<file path="config.mk">
export PLATFORM = sky130hd
export DESIGN_NAME = score_keeper
export DESIGN_NICKNAME = d
export VERILOG_FILES = /design/src/rtl/score_keeper_pkg.sv /design/src/rtl/digit_font.sv /design/src/rtl/score_keeper.sv
export SDC_FILE = /design/constraint.sdc
export NUM_CORES = 1
export LEC_CHECK = 0
export BUFFER_PORTS_ARGS = -buffer_cell sky130_fd_sc_hd__buf_2
export CORE_ASPECT_RATIO = 0.7
export CORE_UTILIZATION = 55
export DETAILED_ROUTE_END_ITERATION = 16
export PLACE_DENSITY = 0.77
export SLEW_MARGIN = 20
export SYNTH_ARGS = -nofsm -noshare
export SYNTH_HDL_FRONTEND = slang
export SYNTH_HIERARCHICAL = 1
export SYNTH_SLANG_ARGS = --single-unit
</file>
<file path="constraint.sdc">
create_clock -name CLK -period 5.06 [get_ports CLK]
set_input_delay 0.506 -clock CLK [delete_from_list [all_inputs] [get_ports CLK]]
set_output_delay 0.506 -clock CLK [all_outputs]
set_load 0.02 [all_outputs]
</file>
<file path="src/rtl/score_keeper_pkg.sv">
// Shared types, geometry constants and BCD helper for the score display.
package score_keeper_pkg;

  localparam int SCORE_DIGITS = 4;

  typedef logic [3:0] bcd_t;

  localparam int GLYPH_W = 5;
  localparam int GLYPH_H = 7;
  localparam int CELL_W  = 12;
  localparam int CELL_H  = 14;

  localparam logic [15:0] SCORE_MAX = 16'h9999;

  // Adds one to a 4-digit BCD value with a per-digit carry chain (9999 wraps to 0000).
  function automatic logic [15:0] bcd_inc(input logic [15:0] value);
    logic [15:0] result;
    logic        carry;
    result = value;
    carry  = 1'b1;
    for (int i = 0; i < SCORE_DIGITS; i++) begin
      if (carry) begin
        if (value[4*i +: 4] == 4'd9) begin
          result[4*i +: 4] = 4'd0;
        end else begin
          result[4*i +: 4] = value[4*i +: 4] + 4'd1;
          carry            = 1'b0;
        end
      end
    end
    return result;
  endfunction

endpackage

</file>
<file path="src/rtl/digit_font.sv">
// 5x7 glyph ROM for decimal digits 0-9; codes 10-15 and out-of-glyph coordinates are dark.
module digit_font
  import score_keeper_pkg::*;
(
  input  logic [3:0] digit,
  input  logic [2:0] gx,
  input  logic [2:0] gy,
  output logic       on
);

  // Row 0 occupies the top five bits; within a row the MSB is the leftmost column.
  logic [GLYPH_W*GLYPH_H-1:0] glyph;
  logic [5:0]                 bit_idx;

  // Select the bitmap for the requested digit.
  always_comb begin
    // NOTE: every combinational output gets a default first so no path can infer a latch.
    glyph = '0;
    case (digit)
      4'd0: glyph = 35'b01110_10001_10011_10101_11001_10001_01110;
      4'd1: glyph = 35'b00100_01100_00100_00100_00100_00100_01110;
      4'd2: glyph = 35'b01110_10001_00001_00010_00100_01000_11111;
      4'd3: glyph = 35'b11111_00010_00100_00010_00001_10001_01110;
      4'd4: glyph = 35'b00010_00110_01010_10010_11111_00010_00010;
      4'd5: glyph = 35'b11111_10000_11110_00001_00001_10001_01110;
      4'd6: glyph = 35'b00110_01000_10000_11110_10001_10001_01110;
      4'd7: glyph = 35'b11111_00001_00010_00100_01000_01000_01000;
      4'd8: glyph = 35'b01110_10001_10001_01110_10001_10001_01110;
      4'd9: glyph = 35'b01110_10001_10001_01111_00001_00010_01100;
      default: glyph = '0;
    endcase
  end

  assign bit_idx = 6'(GLYPH_W*GLYPH_H-1) - (6'(gy) * 6'(GLYPH_W) + 6'(gx));
  assign on      = (gx < 3'(GLYPH_W)) && (gy < 3'(GLYPH_H)) && glyph[bit_idx];

endmodule

</file>
<file path="src/rtl/score_keeper.sv">
// Distance score for the dinosaur game: frame-paced BCD score, high score,
// 100-point milestone pulse and a text overlay pixel for the VGA mux.
module score_keeper
  import score_keeper_pkg::*;
#(
  parameter int FRAMES_PER_POINT = 6,
  parameter int SCORE_X          = 560,
  parameter int HI_X             = 488,
  parameter int TEXT_Y           = 16
) (
  input  logic        CLK,
  input  logic        clrn,
  input  logic        fresh,
  input  logic        game_status,
  input  logic [8:0]  row_addr,
  input  logic [9:0]  col_addr,
  output logic [15:0] score,
  output logic [15:0] hi_score,
  output logic        milestone,
  output logic        px
);

  localparam logic [5:0] ACC_LAST  = 6'(FRAMES_PER_POINT - 1);
  localparam logic [9:0] SCORE_COL = 10'(SCORE_X);
  localparam logic [9:0] HI_COL    = 10'(HI_X);
  localparam logic [8:0] TEXT_ROW  = 9'(TEXT_Y);

  logic        fresh_q, gs_q;
  logic [5:0]  acc;
  logic        tick, start_e, stop_e, advance, bump;
  logic [15:0] score_next;

  // vs is active-low, so a frame begins where it falls.
  assign tick       = fresh_q & ~fresh;
  assign start_e    = ~gs_q & game_status;
  assign stop_e     = gs_q & ~game_status;
  assign advance    = tick & game_status & ~start_e;
  assign bump       = advance && (acc == ACC_LAST);
  assign score_next = bcd_inc(score);

  // Edge detectors, frame accumulator, score, high score and milestone pulse.
  always_ff @(posedge CLK or negedge clrn) begin
    if (!clrn) begin
      fresh_q   <= 1'b1;
      gs_q      <= 1'b0;
      acc       <= '0;
      score     <= '0;
      hi_score  <= '0;
      milestone <= 1'b0;
    end else begin
      // NOTE: non-blocking assignments so every register samples pre-edge values.
      fresh_q   <= fresh;
      gs_q      <= game_status;
      milestone <= 1'b0;
      if (start_e) begin
        score <= '0;
        acc   <= '0;
      end else if (advance) begin
        if (bump) begin
          acc <= '0;
          // Saturated scores stay put and never re-fire the milestone.
          if (score != SCORE_MAX) begin
            score     <= score_next;
            milestone <= (score_next[7:0] == 8'h00);
          end
        end else begin
          acc <= acc + 6'd1;
        end
      end
      // BCD digits order the same way as binary, so a plain compare suffices.
      if (stop_e && (score > hi_score)) begin
        hi_score <= score;
      end
    end
  end

  logic [8:0] row_off;
  logic       row_hit;
  logic [9:0] col_off;
  bcd_t       sel_digit;
  logic [2:0] gx, gy;
  logic       cell_hit, glyph_on;

  assign row_off = row_addr - TEXT_ROW;
  assign row_hit = (row_addr >= TEXT_ROW) && (row_off < 9'(CELL_H));
  assign gy      = row_off[3:1];

  // Find which of the eight digit cells the scan column falls in and pick its digit.
  always_comb begin
    sel_digit = '0;
    col_off   = '0;
    gx        = '0;
    cell_hit  = 1'b0;
    for (int i = 0; i < SCORE_DIGITS; i++) begin
      if (col_addr >= SCORE_COL + 10'(CELL_W*i) && col_addr < SCORE_COL + 10'(CELL_W*(i+1))) begin
        col_off   = col_addr - SCORE_COL - 10'(CELL_W*i);
        sel_digit = score[4*(SCORE_DIGITS-1-i) +: 4];
        gx        = 3'(col_off >> 1);
        cell_hit  = 1'b1;
      end
      if (col_addr >= HI_COL + 10'(CELL_W*i) && col_addr < HI_COL + 10'(CELL_W*(i+1))) begin
        col_off   = col_addr - HI_COL - 10'(CELL_W*i);
        sel_digit = hi_score[4*(SCORE_DIGITS-1-i) +: 4];
        gx        = 3'(col_off >> 1);
        cell_hit  = 1'b1;
      end
    end
  end

  digit_font u_font (
    .digit (sel_digit),
    .gx    (gx),
    .gy    (gy),
    .on    (glyph_on)
  );

  assign px = row_hit & cell_hit & (gx < 3'(GLYPH_W)) & (gy < 3'(GLYPH_H)) & glyph_on;

endmodule

</file>
[After elaboration in Yosys (flattened, before gate mapping)]
Memory sizes are Yosys's and may differ from the RTL's.
Index checks and enable logic that the tools add are counted.
Storage, ports and cells
  bits in registers: 41
  ROM bits: 560
  bits of input ports: 23
  output and inout bits: 34
  word-level logic and storage cells: 138
  memories: 1
Memory list
  (no name shown): words 16, bits a word 35, rd ports 1, clocked after memory_dff 0, wr ports 0, RTL line digit_font.sv:19  | case (digit)
Cells by class
  add/sub/neg operators: 16
  multipliers: 1
  order comparisons: 22
  equal/unequal tests: 6
  multiplexer cells: 49
  bitwise logic cells: 13
  reduce and logical (&&, ||, !) cells: 22
Operators with widths (number)
  10-bit < comparator, second input constant: 7
  16-bit 2-to-1 mux: 4
  10-bit greater-or-equal comparator, second input constant: 6
  4-bit 2-to-1 mux: 15
  3-bit 2-to-1 mux: 8
  10-bit by 9-bit greater-or-equal comparator with 1-bit output, second input constant: 2
  4-bit subtractor, second input constant: 5
  1-bit 2-to-1 mux: 18
  6-bit 2-to-1 mux: 3
  4-bit by 1-bit adder with 4-bit output, second input constant: 4
  4-bit equality test, second input constant: 4
  16-bit > comparator: 1
  16-bit inequality test, second input constant: 1
  1-bit logical AND: 13
  10-bit by 9-bit < comparator with 1-bit output, second input constant: 1
  2-bit nonzero test: 5
  1-bit bitwise AND: 9
  9-bit by 5-bit greater-or-equal comparator with 1-bit output, second input constant: 1
  9-bit by 4-bit < comparator with 1-bit output, second input constant: 1
  9-bit by 5-bit subtractor with 9-bit output, second input constant: 1
  8-bit zero test: 1
  4-bit AND reduction: 2
  4-bit by 3-bit subtractor with 4-bit output, second input constant: 2
  6-bit by 7-bit < comparator with 1-bit output, second input constant: 1
  other kinds (10): 14

[Depth between registers and ports, before layout]
  word-level depth: 16
  gate-level depth with buffers: 22
  gate-level depth less buffers: 22

[Cells and area by module]
The synthesis kept the hierarchy.
By module, submodules not included
  score_keeper: instances 1, cells an instance 339, area an instance 3069.2 um^2, sequential area each 1027.2 um^2
  digit_font: instances 1, cells an instance 151, area an instance 1068.5 um^2, sequential area each 0.0 um^2

[Worst setup path after synthesis]
No wires, ideal clock.
  kind: input to output
  start point: input col_addr[3]
  end point: output px
  data arrival time: 4.330 ns
  data required time: 4.554 ns
  path slack: 0.224 ns
  stages: 22
  buffers on the path: 0
  cell sequence: inv_1 > ha_1 > or3b_1 > o31ai_1 > and3_1 > o21ai_0 > nand2_1 > o21a_1 > inv_1 > ha_1 > fa_1 > ha_1 > fa_1 > xor2_1 > inv_1 > nand2_1 > nor4_1 > o211ai_1 > o211ai_2 > nand4_1 > a311oi_1 > o211a_1
Between the ends
  word-level cells in the longest chain between the ends: 16
  elaborated cells between the ends (all ways): 68
  those cells by class: 10 x add/sub; 17 x order compare; 26 x mux; 4 x bitwise; 10 x reduce/logical; 1 x memory
RTL lines
  from (decl): RTL line score_keeper.sv:16  | input logic [9:0] col_addr,
  10-bit greater-or-equal comparator or 10-bit < comparator (tied branches): RTL line score_keeper.sv:95  | if (col_addr >= SCORE_COL + 10'(CELL_W*i) && col_addr < SCORE_COL + 10'(CELL_W*(i+1))) begin
  1-bit logical AND: RTL line score_keeper.sv:95
  3-bit 2-to-1 mux: RTL line score_keeper.sv:95
  3-bit 2-to-1 mux: RTL line score_keeper.sv:101  | if (col_addr >= HI_COL + 10'(CELL_W*i) && col_addr < HI_COL + 10'(CELL_W*(i+1))) begin
  3-bit 2-to-1 mux: RTL line score_keeper.sv:95
  3-bit 2-to-1 mux: RTL line score_keeper.sv:101
  3-bit 2-to-1 mux: RTL line score_keeper.sv:95
  3-bit 2-to-1 mux: RTL line score_keeper.sv:101
  (+2 left out)
  via gx[0]: RTL line score_keeper.sv:81  | logic [2:0] gx, gy;
  6-bit by 3-bit adder with 6-bit output: RTL line digit_font.sv:34  | assign bit_idx = 6'(GLYPH_W*GLYPH_H-1) - (6'(gy) * 6'(GLYPH_W) + 6'(gx));
  6-bit subtractor: RTL line digit_font.sv:34
  1-bit binary-select mux with 6-bit select: RTL line digit_font.sv:35  | assign on = (gx < 3'(GLYPH_W)) && (gy < 3'(GLYPH_H)) && glyph[bit_idx];
  1-bit 2-to-1 mux (not written as such): RTL line digit_font.sv:35
  1-bit logical AND *: RTL line digit_font.sv:35
  via glyph_on: RTL line score_keeper.sv:82  | logic cell_hit, glyph_on;
  1-bit bitwise AND *: RTL line score_keeper.sv:117  | assign px = row_hit & cell_hit & (gx < 3'(GLYPH_W)) & (gy < 3'(GLYPH_H)) & glyph_on;
  to (decl): RTL line score_keeper.sv:20  | output logic px
The timed path passes the listed nets; every way through them passes the cells marked *. The select of a mux whose other input is x is not followed.

[Final worst setup path]
  start point: input col_addr[3]
  end point: output px
Between the ends
  word-level cells in the longest chain between the ends: 16
  elaborated cells between the ends (all ways): 68
  those cells by class: 10 x add/sub; 17 x order compare; 26 x mux; 4 x bitwise; 10 x reduce/logical; 1 x memory
RTL lines (RTL line)
  parallel branches: the longest is 9 deep, another holds 4-bit by 1-bit subtractor with 4-bit output
  3-bit 2-to-1 mux *: score_keeper.sv:101
  via gx[2]: score_keeper.sv:81
  6-bit by 3-bit adder with 6-bit output: digit_font.sv:34
  6-bit subtractor: digit_font.sv:34
  1-bit binary-select mux with 6-bit select: digit_font.sv:35
  1-bit 2-to-1 mux (not written as such): digit_font.sv:35
  1-bit logical AND *: digit_font.sv:35
  via glyph_on: score_keeper.sv:82
  1-bit bitwise AND *: score_keeper.sv:117
Mark *: on every way through the listed nets, which the timed path passes. The select of a mux whose other input is x is not followed.

==> summary.md <==
| Metric | Value |
|---|---|
| Met1 global-route usage | 42.6% |
| Util after Layout | between 60% and 70% |
| Worst Hold End | fresh_q$_DFF_PN1_ |
| R2R cell count | 7 |
| Failing checks | negative setup slack |
| Synth Instances | a little under 500 |
| Layer with the highest usage | met2 |
| Initial DRC Count | roughly 300 |
| GR Overflow Total | 0 |
| Pre-Repair DR Iteration Count | 5 |
| FF+latch area | 0.00103 mm2 |
| Final worst slack | -0.0280 ns |
| CTS tree | yes |
| R2R Path Start | score[9]$_DFFE_PN0P_ |
| Initial Util | between 50% and 60% |
| Layout Cells excl Fill | between 600 and 700 |
| Post-synthesis adder-cell area fraction | 13.9% |
| Ratio of cells with drive above 1 in the final layout | around 29% |
| Distinct cells, synth | 84 |
| Vias in the first global route | between 3000 and 4000 |
| Total Routing Usage GR | approximately 29% |
| Flop pwr share | a little over two fifths |
| Post-synthesis net count | around 560 |
| Max Root-Sink Buffers | 2 |
| Hpwl dp | between 8 and 9 mm |
| Leakage | approximately 2.4 nW |
| Multiplexer share of the synthesized area | about 6.0% |
| WL/cell | approximately 17 um |
| Switch Pwr | 0.246 mW |
| Std-Cell Rows | 26 |
| WP data required | approximately 4.6 ns |
| Final hold vios | 0 |
| Worst reg2reg setup slack | 2.17 ns |
| Actual slew at the worst max-slew pin | between 0.9 and 1 ns |
| Post-Syn Area | 0.00414 mm2 |
| MaxCap Viol Count | 0 |
| Switching share of power | a little under a third |
| Clk pwr share | between 20% and 30% |
| Post-synth EDFFs | 0 |
| Xor/xnor share of the synthesized area | about 2.8% |
| Top FF cell, synth | dfrtp_1 |
| Register bit total from synthesis | ~40 |
| FMAX | around 0.2 GHz |
| Global-route wire length before repair | between 15 and 20 mm |
| FILL cells | around 590 |
| Crit path arrival time | between 4 and 5 ns |
| Clock Skews | between 0.002 and 0.003 ns |
| Core footprint | 0.00729 mm2 |
| CTS root buf | clkbuf_8 |
| Placed standard-cell area | about 0.0047 mm2 |
| Hold crit path type | in2reg |
| Syn avg cell area | 8.44 um2 |
| Multi-input logic area | between 0.002 and 0.003 mm2 |
| Final ANT Viol Nets | 0 |
| Slowest cell on crit path | or3b_4 |
| Hold wc startpoint | fresh |
| Initial antenna violation count | 0 |
| Yosys top cell area share | about 24% |
| TritonCTS Buffers | 5 |
| Area Growth Syn to Fin | 20.7% |
| Power Total | 0.780 mW |
| Final nets | around 640 |
| Simple-gate area share of the yosys netlist | between 20% and 30% |
| Status | complete, but fails checks |
| Ant. Diodes | 0 |
| CTS sink count | slightly above 40 |
| FFs w/ async S/R, synth | 100% |
| Most common cell after layout, fill and taps aside | buf_2 |
| Clk_lat worst skew | about 0.30 ns |
| CTS H-tree depth | 2 |
| Vias/cell | 6.09 |
| Tcrit/Tclk final | 101% |
| Die Y | between 70 and 80 um |
| Routed vias | between 4000 and 5000 |
| Peak supply drop | roughly 0.13 mV |
| Synth area leaders | dfrtp_1 24%, ha_1 13%, inv_1 3.9% |
| Hold path depth | 1 |
| Post-synthesis sequential area ratio | about 25% |
| Gpl congestion | between 0.9 and 1 |
| Tmin final | 5.09 ns |
| Setup TNS | -0.0280 ns |
| CP peak stage delay | 0.38 ns |
| Worst-path clk slew | 0.08 ns |
| Worst reg2reg path endpoint | hi_score[10]$_DFFE_PN0P_ |
| Pwr/cell area | around 160 mW/mm2 |
| Final Slew Violations | 0 |
| Final setup vio count | 1 |
| Yosys top cell by area | dfrtp_1 |
| Met3 Use GR | ~4.5% |
| M2 GR Usage | 44.2% |
| Inst Count DP | 654 |
| Main combinational cell family by area after synthesis | compound AO/OA/AOI/OAI gates |
| Routed wire length | 11.3 mm |
| Gate power share | between 20 and 30% |
| Crit path kind | in2out |
| Most frequent cells in the layout | 53 x buf_2, 40 x inv_1, 40 x dfrtp_1 |
| Die Area | between 0.007 and 0.008 mm2 |
| WHS | 0.307 ns |
| Cell Int Power | ~0.53 mW |
| I/O pin cnt | 57 |
| CP Capture Type | primary output |
| Startpoint types | input pin |
| DRC violations left | 0 |
| Relative slew slack | a little under two fifths |
| Complex-gate fraction of the synthesized area | a little under a quarter |
| RSZ-0062 raised after global routing | yes |
| Pre-CTS setup slack | -0.330 ns |
| Synth warnings | 6 |
| Largest net degree at the start of global routing | 42 |
| Die W | roughly 110 um |
| Port Buffers | 55 |
| Cell area after layout | 0.00499 mm2 |
| CTS Hold Bufs | 0 |
| Largest fanout on the critical path | 3 |
==> how the worst max path moves through the flow <==
stage | from | slack (ns) | depth (start not counted) | endpoint
3_5_place_dp | col_addr[3] | -0.33 | 21 | px
6_report | col_addr[3] | -0.03 | 25 | px
3_3_place_gp | col_addr[3] | -0.17 | 22 | px
4_1_cts | col_addr[3] | -0.07 | 24 | px
2_1_floorplan | col_addr[3] | 0.22 | 22 | px
5_1_grt | col_addr[3] | -0.24 | 25 | px
==> worst max-delay path: cells and delay by family <==
family | cells | cell delay [ns]
adders and majority gates | 5 | 1.18
buffers and inverters | 7 | 0.64
xor gates and xnor gates | 1 | 0.16
and+or+nand+nor | 4 | 0.67
AOI/OAI and AO/OA | 8 | 1.39
==> flip-flops by register name (all words and copies together) (netlist names) <==
signal	count
hi_score	16
score	16
acc	6
fresh_q	1
gs_q	1
milestone	1
==> power by group through the flow <==
stage	sequential, mW	clock (mW)	combinational, mW
2_1_floorplan	0.337	0	0.124
3_3_place_gp	0.338	0	0.189
3_5_place_dp	0.338	0	0.194
4_1_cts	0.331	0.222	0.223
5_1_grt	0.332	0.237	0.252
6_report	0.331	0.217	0.232
==> what timing repair did <==
item                       CTS  global route
buffers inserted             8             0
pin swaps                   21            15
gates resized for setup     34             7
setup endpoints to repair    1             1
==> metal layers <==
| layer | part of all wire [%] | vias up |
|---|---|---|
| met3 | 5.6 | 14 |
| met2 | 45 | 142 |
| li1 | - | 1954 |
| met5 | 0 | - |
| met1 | 49 | 1968 |
| met4 | 0.79 | 0 |
==> area by class of cell <==
type / count / share of cell area (%)
Tap cell: 98 / 2.45
Clock inverter: 1 / 0.150
Clock buffer: 7 / 1.53
Timing Repair Buffer: 99 / 13.2
Sequential cell: 41 / 20.6
Multi-Input combinational cell: 378 / 58.5
Inverter: 46 / 3.61
==> synthesized netlist by cell type, types with 5 or more instances <==
library cell  instances
mux2_2               14
buf_2                 9
nor2b_1              10
clkbuf_1              8
nand2_1              38
buf_4                 5
xnor2_1               5
and2_1                5
ha_1                 42
a211oi_1              5
a21oi_1              27
nor3_1                8
inv_1                43
nor4_1                6
nor2_1               39
xor2_1                8
mux2i_1               9
nand4_1               9
nand2b_1              6
dfrtp_1              40
o31ai_1               6
o21ai_0              30
nand3_1               8
a22oi_1               5
==> logic make-up after synthesis <==
group | after synthesis
AO/OA/AOI/OAI | 137
XOR/XNOR | 13
adder cells (fa/ha/maj) | 45
buffers and inverters | 71
flip-flops | 41
multiplexers | 23
AND/OR/NAND/NOR | 160
(Power assumes the default switching activity.)
